## config.mk

```make
export PLATFORM = sky130hd
export DESIGN_NAME = hamming_secded_decoder
export DESIGN_NICKNAME = d
export VERILOG_FILES = /design/src/rtl/hamming_pkg.sv /design/src/rtl/hamming_syndrome.sv /design/src/rtl/hamming_secded_decoder.sv
export SDC_FILE = /design/constraint.sdc
export NUM_CORES = 1
export LEC_CHECK = 0
export CORE_MARGIN = 8
export CORE_UTILIZATION = 40
export CTS_CLUSTER_SIZE = 12
export DETAILED_ROUTE_END_ITERATION = 10
export PLACE_DENSITY = 0.71
export SLEW_MARGIN = 20
export SYNTH_ARGS = -nofsm -noshare
export SYNTH_HDL_FRONTEND = slang
export SYNTH_HIERARCHICAL = 1
export SYNTH_SLANG_ARGS = --single-unit
```

## constraint.sdc

```tcl
create_clock -name clk -period 1.2 [get_ports clk]
set_input_delay 0.18 -clock clk [delete_from_list [all_inputs] [get_ports clk]]
set_output_delay 0.18 -clock clk [all_outputs]
set_load 0.05 [all_outputs]
```

## src/rtl/hamming_pkg.sv

```systemverilog
// rtl/hamming_pkg.sv - shared SECDED sizing helpers and error classification type
package hamming_pkg;

    typedef enum logic [1:0] {
        ERR_NONE,
        ERR_CORR,
        ERR_UNCORR
    } err_kind_t;

    function automatic int par_w(input int data_w);
        for (int r = 1; r < 16; r++) begin
            if ((1 << r) >= data_w + r + 1) return r;
        end
        return 16;
    endfunction

    function automatic int cw_w(input int data_w);
        return data_w + par_w(data_w) + 1;
    endfunction

    function automatic logic is_pow2(input int pos);
        return (pos > 0) && ((pos & (pos - 1)) == 0);
    endfunction

    // Codeword position holding data bit idx: the idx-th non-power-of-two position from 1 upward.
    function automatic int data_pos(input int idx);
        int k;
        k = 0;
        for (int p = 1; p < 256; p++) begin
            if (!is_pow2(p)) begin
                if (k == idx) return p;
                k++;
            end
        end
        return 0;
    endfunction

endpackage

```

## src/rtl/hamming_syndrome.sv

```systemverilog
// rtl/hamming_syndrome.sv - combinational Hamming syndrome and overall parity of a codeword
module hamming_syndrome #(
    parameter int CW_W  = 8,
    parameter int PAR_W = 3
) (
    input  logic [CW_W-1:0]  i_codeword,
    output logic [PAR_W-1:0] o_syndrome,
    output logic             o_parity
);

    always_comb begin
        o_syndrome = '0;
        for (int p = 1; p < CW_W; p++) begin
            if (i_codeword[p]) o_syndrome = o_syndrome ^ PAR_W'(p);
        end
        o_parity = ^i_codeword;
    end

endmodule

```

## src/rtl/hamming_secded_decoder.sv

```systemverilog
// rtl/hamming_secded_decoder.sv - two-stage SECDED decoder with valid/ready on both sides
// Optional error counters enabled by defining HAMMING_ERR_COUNT_EN.
module hamming_secded_decoder
    import hamming_pkg::*;
#(
    parameter int DATA_W  = 4,
    parameter int PAR_W   = par_w(DATA_W),
    parameter int CW_W    = cw_w(DATA_W),
    parameter int COUNT_W = 16
) (
    input  logic              clk,
    input  logic              rst,
    input  logic [CW_W-1:0]   in_codeword,
    input  logic              in_valid,
    output logic              in_ready,
    output logic [DATA_W-1:0] out_data,
    output logic [PAR_W-1:0]  out_syndrome,
    output logic              out_corrected,
    output logic              out_uncorrectable,
    output logic              out_valid,
    input  logic              out_ready
`ifdef HAMMING_ERR_COUNT_EN
    ,
    input  logic              cnt_clear,
    output logic [COUNT_W-1:0] corr_count,
    output logic [COUNT_W-1:0] uncorr_count
`endif
);

    logic              r_s1_valid;
    logic [CW_W-1:0]   r_s1_cw;
    logic [PAR_W-1:0]  r_s1_syn;
    logic              r_s1_par;

    logic              r_out_valid;
    logic [DATA_W-1:0] r_out_data;
    logic [PAR_W-1:0]  r_out_syn;
    logic              r_out_corr;
    logic              r_out_unc;

    logic [PAR_W-1:0]  w_syn;
    logic              w_par;
    logic              w_s1_load;
    logic              w_s2_load;
    logic [CW_W-1:0]   w_fixed;
    logic [DATA_W-1:0] w_data;
    err_kind_t         w_kind;

    hamming_syndrome #(
        .CW_W  (CW_W),
        .PAR_W (PAR_W)
    ) u_syndrome (
        .i_codeword (in_codeword),
        .o_syndrome (w_syn),
        .o_parity   (w_par)
    );

    assign w_s2_load = !r_out_valid || out_ready;
    assign w_s1_load = !r_s1_valid || w_s2_load;
    assign in_ready  = w_s1_load && !rst;

    always_ff @(posedge clk) begin
        if (rst) begin
            r_s1_valid <= 1'b0;
            r_s1_cw    <= '0;
            r_s1_syn   <= '0;
            r_s1_par   <= 1'b0;
        end else if (w_s1_load) begin
            r_s1_valid <= in_valid;
            r_s1_cw    <= in_codeword;
            r_s1_syn   <= w_syn;
            r_s1_par   <= w_par;
        end
    end

    // Only an odd-parity word with an in-range, nonzero syndrome gets a bit flipped.
    always_comb begin
        w_kind  = ERR_NONE;
        w_fixed = r_s1_cw;
        if (r_s1_par) begin
            if (int'(r_s1_syn) < CW_W) begin
                w_kind = ERR_CORR;
                for (int p = 1; p < CW_W; p++) begin
                    if (r_s1_syn == PAR_W'(p)) w_fixed[p] = ~r_s1_cw[p];
                end
            end else begin
                w_kind = ERR_UNCORR;
            end
        end else if (r_s1_syn != '0) begin
            w_kind = ERR_UNCORR;
        end
    end

    for (genvar k = 0; k < DATA_W; k++) begin : g_extract
        assign w_data[k] = w_fixed[data_pos(k)];
    end

    always_ff @(posedge clk) begin
        if (rst) begin
            r_out_valid <= 1'b0;
            r_out_data  <= '0;
            r_out_syn   <= '0;
            r_out_corr  <= 1'b0;
            r_out_unc   <= 1'b0;
        end else if (w_s2_load) begin
            r_out_valid <= r_s1_valid;
            if (r_s1_valid) begin
                r_out_data <= w_data;
                r_out_syn  <= r_s1_syn;
                r_out_corr <= (w_kind == ERR_CORR);
                r_out_unc  <= (w_kind == ERR_UNCORR);
            end
        end
    end

    assign out_valid         = r_out_valid;
    assign out_data          = r_out_data;
    assign out_syndrome      = r_out_syn;
    assign out_corrected     = r_out_corr;
    assign out_uncorrectable = r_out_unc;

`ifdef HAMMING_ERR_COUNT_EN
    logic               w_xfer;
    logic [COUNT_W-1:0] r_corr_cnt;
    logic [COUNT_W-1:0] r_uncorr_cnt;

    assign w_xfer = r_out_valid && out_ready;

    always_ff @(posedge clk) begin
        if (rst || cnt_clear) begin
            r_corr_cnt   <= '0;
            r_uncorr_cnt <= '0;
        end else begin
            if (w_xfer && r_out_corr && (r_corr_cnt != '1)) r_corr_cnt <= r_corr_cnt + 1'b1;
            if (w_xfer && r_out_unc && (r_uncorr_cnt != '1)) r_uncorr_cnt <= r_uncorr_cnt + 1'b1;
        end
    end

    assign corr_count   = r_corr_cnt;
    assign uncorr_count = r_uncorr_cnt;
`endif

endmodule
```

==> qor.txt, run 1 <==
Setup Skew = 0.928 ps
Post-layout net count = 150
Dpl cells = 158
Residual DRC count = 0
Max-cap violation count = 0
Gpl congestion = 0.782
Ports = 23
Largest net degree at the start of global routing = 12
Setup crit end kind = primary output
Fin Setup TNS = -208 ps
Cells after synthesis = 97
DPL Wire Length = 1640 µm
FF+latch area = 384 µm²
Final min period = 1340 ps
Grt ovf = 0
Critical path fanouts, max = 2
DR WL/cell = 12.6 µm
Cell variety after synth = 23
Place WS = -302 ps
Initial core utilization = 40.8%
Synth area leader = dfxtp_1
Via density = 5.04
Clock sink count = 19
Critical path launch point type = flip-flop
Footprint of the multi-input gates = 515 µm²
Vias in the first global route = 831
Hold_buf cts = 0
Area Overhead vs Synth = 69.4%
Dominant cells by area after synthesis = dfxtp_1 44%, a21oi_1 9.2%, xnor2_1 9.1%
Rows = 17
Die area = 3910 µm²
F_max = 0.745 GHz
Failing checks = setup timing
Clock Latency Late Sink = 280 ps
Avg Inst Size Synth = 8.94 µm²
Layout cells sized above 1 = 35.8%
CP arrival = 1160 ps
Final period util = 112%
Leak Pwr = 0.608 nW
Max IR drop VDD = 0.000553 V
TritonRoute pass-1 iters = 4
Setup WS post-layout = -142 ps
Filler Cell Count = 166
Maximum buffer depth of the clock tree = 2
Power Density = 1050 nW/µm²
CP Class = reg2out
Sequential area share after synthesis = 43.9%
Clock transition at path regs = 100 ps
Synth warn = 6
Outcome = finished, violations left
Least-Margin Pin Slew = 246 ps
Total GRT Usage = 10.7%
Num CTS Buffers = 3
Die extent in x = 62.6 µm
Diode count = 0
Vias = 832
Slew Limit Fails = 0
CTS tree = built
RSZ-0062 raised after global routing = yes
CP required = 1020 ps
Initial antenna violation count = 0
WL final = 2080 µm
Non-filler cells, final = 165
DR iter-0 viols = 15
Root buffer cell = clkbuf_4
Die Y = 62.6 µm
Endpoints failing hold = 0
Post-DRT Antenna Nets = 0
First-pass GRT wire length = 3490 µm
Core area = 2130 µm²
Worst Hold Class = in2reg
Final setup viols = 2
Yosys reg bits = 19
H-tree Lvls = 1
Synth Cell Area = 867 µm²
Rel. slew slack = 83.6%
PortBufs = 22
Post-Synthesis Net Count = 109
Post-synth top area share = 43.9%
==> cells in the mapped netlist, drive strengths merged <==
cell type,number
nor2b,1
buf,3
dfxtp,19
clkbuf,3
nand4,1
nor3,1
nand2b,1
xor2,6
nand2,4
xnor2,9
nand3b,1
inv,2
nand3,8
mux2i,4
nand4b,3
or4,1
a21oi,16
nor2,5
o21ai,5
a211oi,4
==> cell families after synthesis <==
kind of cell	after synthesis	synth area share, %
flops	19	43.9
xor+xnor	15	16.0
buf+inv	8	3.89
compound gates	25	15.6
simple gates	26	16.0
mux	4	4.62
==> flip-flops by register name, summed over array words and instances, names as in the netlist <==
register           cells
out_data               4
r_s1_cw                4
out_syndrome           3
r_s1_syn               3
out_corrected          1
out_uncorrectable      1
out_valid              1
r_s1_par               1
r_s1_valid             1
==> final timing paths <==
check | from | end | slack [ps] | depth (start not counted)
worst min register to register | r_s1_cw[5]$_SDFFE_PP0P_ | r_s1_cw[5]$_SDFFE_PP0P_ | 500 | 2
worst max register to register | out_valid$_SDFFE_PP0P_ | out_uncorrectable$_SDFFE_PP0P_ | -70 | 4
worst max-delay path | out_valid$_SDFFE_PP0P_ | in_ready | -140 | 4
worst min-delay path | in_codeword[6] | r_s1_cw[6]$_SDFFE_PP0P_ | 340 | 4
==> power breakdown <==
group	switching [W]	internal (W)	total (W)
combinational	0.000220	0.000261	0.000480
clock	0.000179	0.000129	0.000307
sequential	0.0000687	0.000683	0.000752
==> routing by layer <==
metal / vias to the layer above / GRT usage (%) / share of wire (%) / wire (µm)
met3: 2 / 1.97 / 3.5 / 72
li1: 421 / - / - / -
met1: 390 / 10.7 / 42 / 869
met5: - / 0 / 0 / 0
met2: 19 / 19.3 / 53 / 1100
met4: 0 / 7.98 / 1.7 / 36
==> area by class of cell <==
cell class              instances  share of cell area [%]
flip-flops and latches         19                    26.1
repair buffers                 42                    34.1
multi-input cells              70                    35.1
inverters                       2                   0.511
clock buffers                   4                    1.79
well taps                      28                    2.39
==> placed cells by master, fill, tap and decap left out <==
cell type,instances
nand2b_1,1
nand4b_1,3
mux2i_1,4
clkbuf_4,3
dfxtp_1,18
nor3_1,1
a21oi_4,1
nor2_2,1
nor2b_4,1
nand4_1,1
buf_12,12
dlymetal6s2s_1,2
nor2_1,4
a21oi_1,13
nand2_1,4
inv_2,1
or4_4,1
xor2_2,1
dlygate4sd2_1,1
xnor2_1,7
buf_4,18
buf_6,1
dfxtp_4,1
inv_1,1
o21ai_2,4
a21oi_2,2
clkdlybuf4s50_1,8
a211oi_1,4
nand3b_1,1
xor2_1,5
nand3_1,8
xnor2_2,2
clkbuf_1,1
o21ai_1,1
==> worst max-delay path, stage by stage, from the launching register on <==
cell     delay, ps
dfxtp_4        350
nor2b_4        120
buf_6          120
a21oi_4        130
buf_12         150
==> what timing repair did <==
item                                   4_1_cts  5_1_grt
endpoints found under the hold margin        0        0
buffers inserted                             3        0
gates resized for setup                      4       14
setup endpoints to repair                    2       12
pin swaps                                    2        3
cloned                                       0        0
==> stage by stage <==
step	hold slack [ps]	utilization, %	power, W	cell area (µm²)
2_1_floorplan	309	-	0.000990	892
3_3_place_gp	479	64.4	0.00121	1370
3_5_place_dp	483	64.4	0.00122	1370
4_1_cts	422	67.1	0.00154	1430
5_1_grt	347	69.1	0.00163	1470
6_report	335	69.1	0.00154	1470
(Power assumes the default switching activity.)
==> inputs of run 2 (changes only) <==
- PLACE_DENSITY: 0.71 -> 0.69
==> qor.txt, run 2 (synthesized netlist as in run 1, its figures left out) <==
Residual DRC count = 0 (unchanged)
Rel. slew slack = 83.5% (-0.090 points)
Clk network pwr share = 20.7% (+0.7 points)
Setup crit end kind = primary output
Least-Margin Pin Slew = 247 ps (+1.48 ps)
Power Density = 1080 nW/µm² (+3.5%)
Slew Limit Fails = 0 (unchanged)
DR iter-0 viols = 27 (+12)
Critical Path, Cell by Cell = nor2b_4 > buf_6 > a21oi_4 > buf_12
Final min period = 1390 ps (+46.8 ps)
Internal = 0.00105 W (-1.9%)
F_max = 0.720 GHz (-3.4%)
CTS tree = built
Clock transition at path regs = 100 ps (about the same)
H-tree Lvls = 1 (unchanged)
Clock sink count = 19 (unchanged)
Vias = 809 (-2.8%)
CP Class = reg2out
CP arrival = 1210 ps (+50 ps)
Initial core utilization = 40.8% (unchanged)
P_sw = 0.000472 W (+1.1%)
Most common cell after layout, fill and taps aside = dfxtp_1
Slowest CP cell = dfxtp_4
Leak Pwr = 0.573 nW (-5.8%)
Area Overhead vs Synth = 62.0%
Buffers and inverters on the worst path = 2 (unchanged)
Via density = 5.09 (+0.90%)
Area after DPL = 1330 µm² (-2.7%)
Combinational power share = 29.9% (-1.3 points)
Outcome = finished, violations left
Failing checks = setup timing
First-pass GRT wire length = 3500 µm (+0.20%)
Post-layout net count = 144 (-4.0%)
Sequential share of power = 49.4% (+0.6 points)
Root buffer cell = clkbuf_4
Worst Hold Class = in2reg
Sw frac = 31.0% (+0.65 points)
Post-DRT Antenna Nets = 0 (unchanged)
FF+latch area = 384 µm² (unchanged)
Die area = 3910 µm² (unchanged)
Critical path launch point type = flip-flop
Diode count = 0 (unchanged)
Most frequent cells in the layout = 18 x dfxtp_1, 14 x a21oi_1, 12 x buf_12, 12 x buf_4, 9 x clkdlybuf4s50_1
Gpl congestion = 0.758 (-3.1%)
PortBufs = 22 (unchanged)
Num CTS Buffers = 3 (unchanged)
Final instance area = 1410 µm² (-4.3%)
Initial antenna violation count = 0 (unchanged)
Layout cells sized above 1 = 29.0% (-6.8 points)
RSZ-0062 raised after global routing = yes
DR WL/cell = 12.7 µm (+1.0%)
Core area = 2130 µm² (unchanged)
Max-cap violation count = 0 (unchanged)
DPL Wire Length = 1580 µm (-3.7%)
Setup Skew = 1.20 ps (+0.272 ps)
Footprint of the multi-input gates = 494 µm² (-4.1%)
CP top delay family = flip-flops
TritonRoute pass-1 iters = 4 (unchanged)
Max IR drop VDD = 0.000662 V (+20%)
Grt ovf = 0 (unchanged)
R2r setup slk = -100 ps (-30 ps)
Critical Path Max Stage Delay = 370 ps (+20 ps)
Fin util = 66.1% (-3.0 points)
Vias in the first global route = 790 (-4.9%)
Critical path fanouts, max = 4 (+2)
Maximum buffer depth of the clock tree = 2 (unchanged)
Total GRT Usage = 10.7% (-0.056 points)
Endpoints failing hold = 0 (unchanged)
Setup WS post-layout = -189 ps (-46.8 ps)
CP required = 1020 ps (about the same)
Filler Cell Count = 183 (+10%)
Largest net degree at the start of global routing = 20 (+8)
Die extent in x = 62.6 µm (unchanged)
Fin Setup TNS = -294 ps (-86.1 ps)
Clock Latency Late Sink = 290 ps (about the same)
Ports = 23 (unchanged)
Final period util = 116% (+3.9 points)
Die Y = 62.6 µm (unchanged)
Rows = 17 (unchanged)
WL final = 2020 µm (-2.6%)
Final setup viols = 2 (unchanged)
-- run 2: layout make-up --
type / instances / share of cell area [%]
timing repair buffer: 36 / 32.5
inverter: 2 / 0.534
tap: 28 / 2.49
sequential: 19 / 27.3
multi-input combinational: 70 / 35.2
clock inverter: 1 / 0.356
clock buffer: 3 / 1.60
-- run 2: through the flow --
step / setup WS, ps / std cells / hold slack, ps / power (W)
final: -189 / 159 / 220 / 0.00152
after global routing: -226 / 159 / 243 / 0.00160
after CTS: -224 / 159 / 436 / 0.00153
after detailed placement: -321 / 153 / 489 / 0.00121
after global placement: -263 / 153 / 483 / 0.00120
after floorplan: 11.1 / 97 / 309 / 0.000990
-- run 2: what timing repair did --
action | CTS | global route
endpoints found under the hold margin | 0 | 0
setup endpoints to repair | 1 | 5
pin swaps | 1 | 3
hold buffers | 0 | 0
gates resized for setup | 2 | 6
buffers inserted | 2 | 0
gates cloned | 0 | 0
-- run 2: per-layer routing --
layer	track usage, %	vias up	routed length (µm)	share of wire (%)
li1	-	408	-	-
met1	11.7	374	824	41
met2	17.9	25	1060	53
met3	2.51	2	104	5.1
met4	7.12	0	30	1.5
met5	0	-	0	0
-- run 2: final timing paths --
check	start	endpoint	depth (start not counted)
worst max-delay path	out_valid$_SDFFE_PP0P_	in_ready	4
worst min-delay path	in_codeword[6]	r_s1_cw[6]$_SDFFE_PP0P_	3
worst max register to register	out_valid$_SDFFE_PP0P_	out_uncorrectable$_SDFFE_PP0P_	4
worst min register to register	r_s1_cw[3]$_SDFFE_PP0P_	r_s1_cw[3]$_SDFFE_PP0P_	2
-- run 2: power groups by stage --
stage          sequential [W]  clock (W)  combinational [W]
3_5_place_dp         0.000767          0           0.000439
6_report             0.000753   0.000315           0.000456
4_1_cts              0.000752   0.000330           0.000445
3_3_place_gp         0.000764          0           0.000433
5_1_grt              0.000761   0.000355           0.000488
2_1_floorplan        0.000814          0           0.000176
-- run 2: worst reg2reg max path, cell delays in order (launching register included) --
cell and delay (ps):
dfxtp_4 370, nor2b_4 130, buf_4 140, or4_4 480
a21oi_2 130
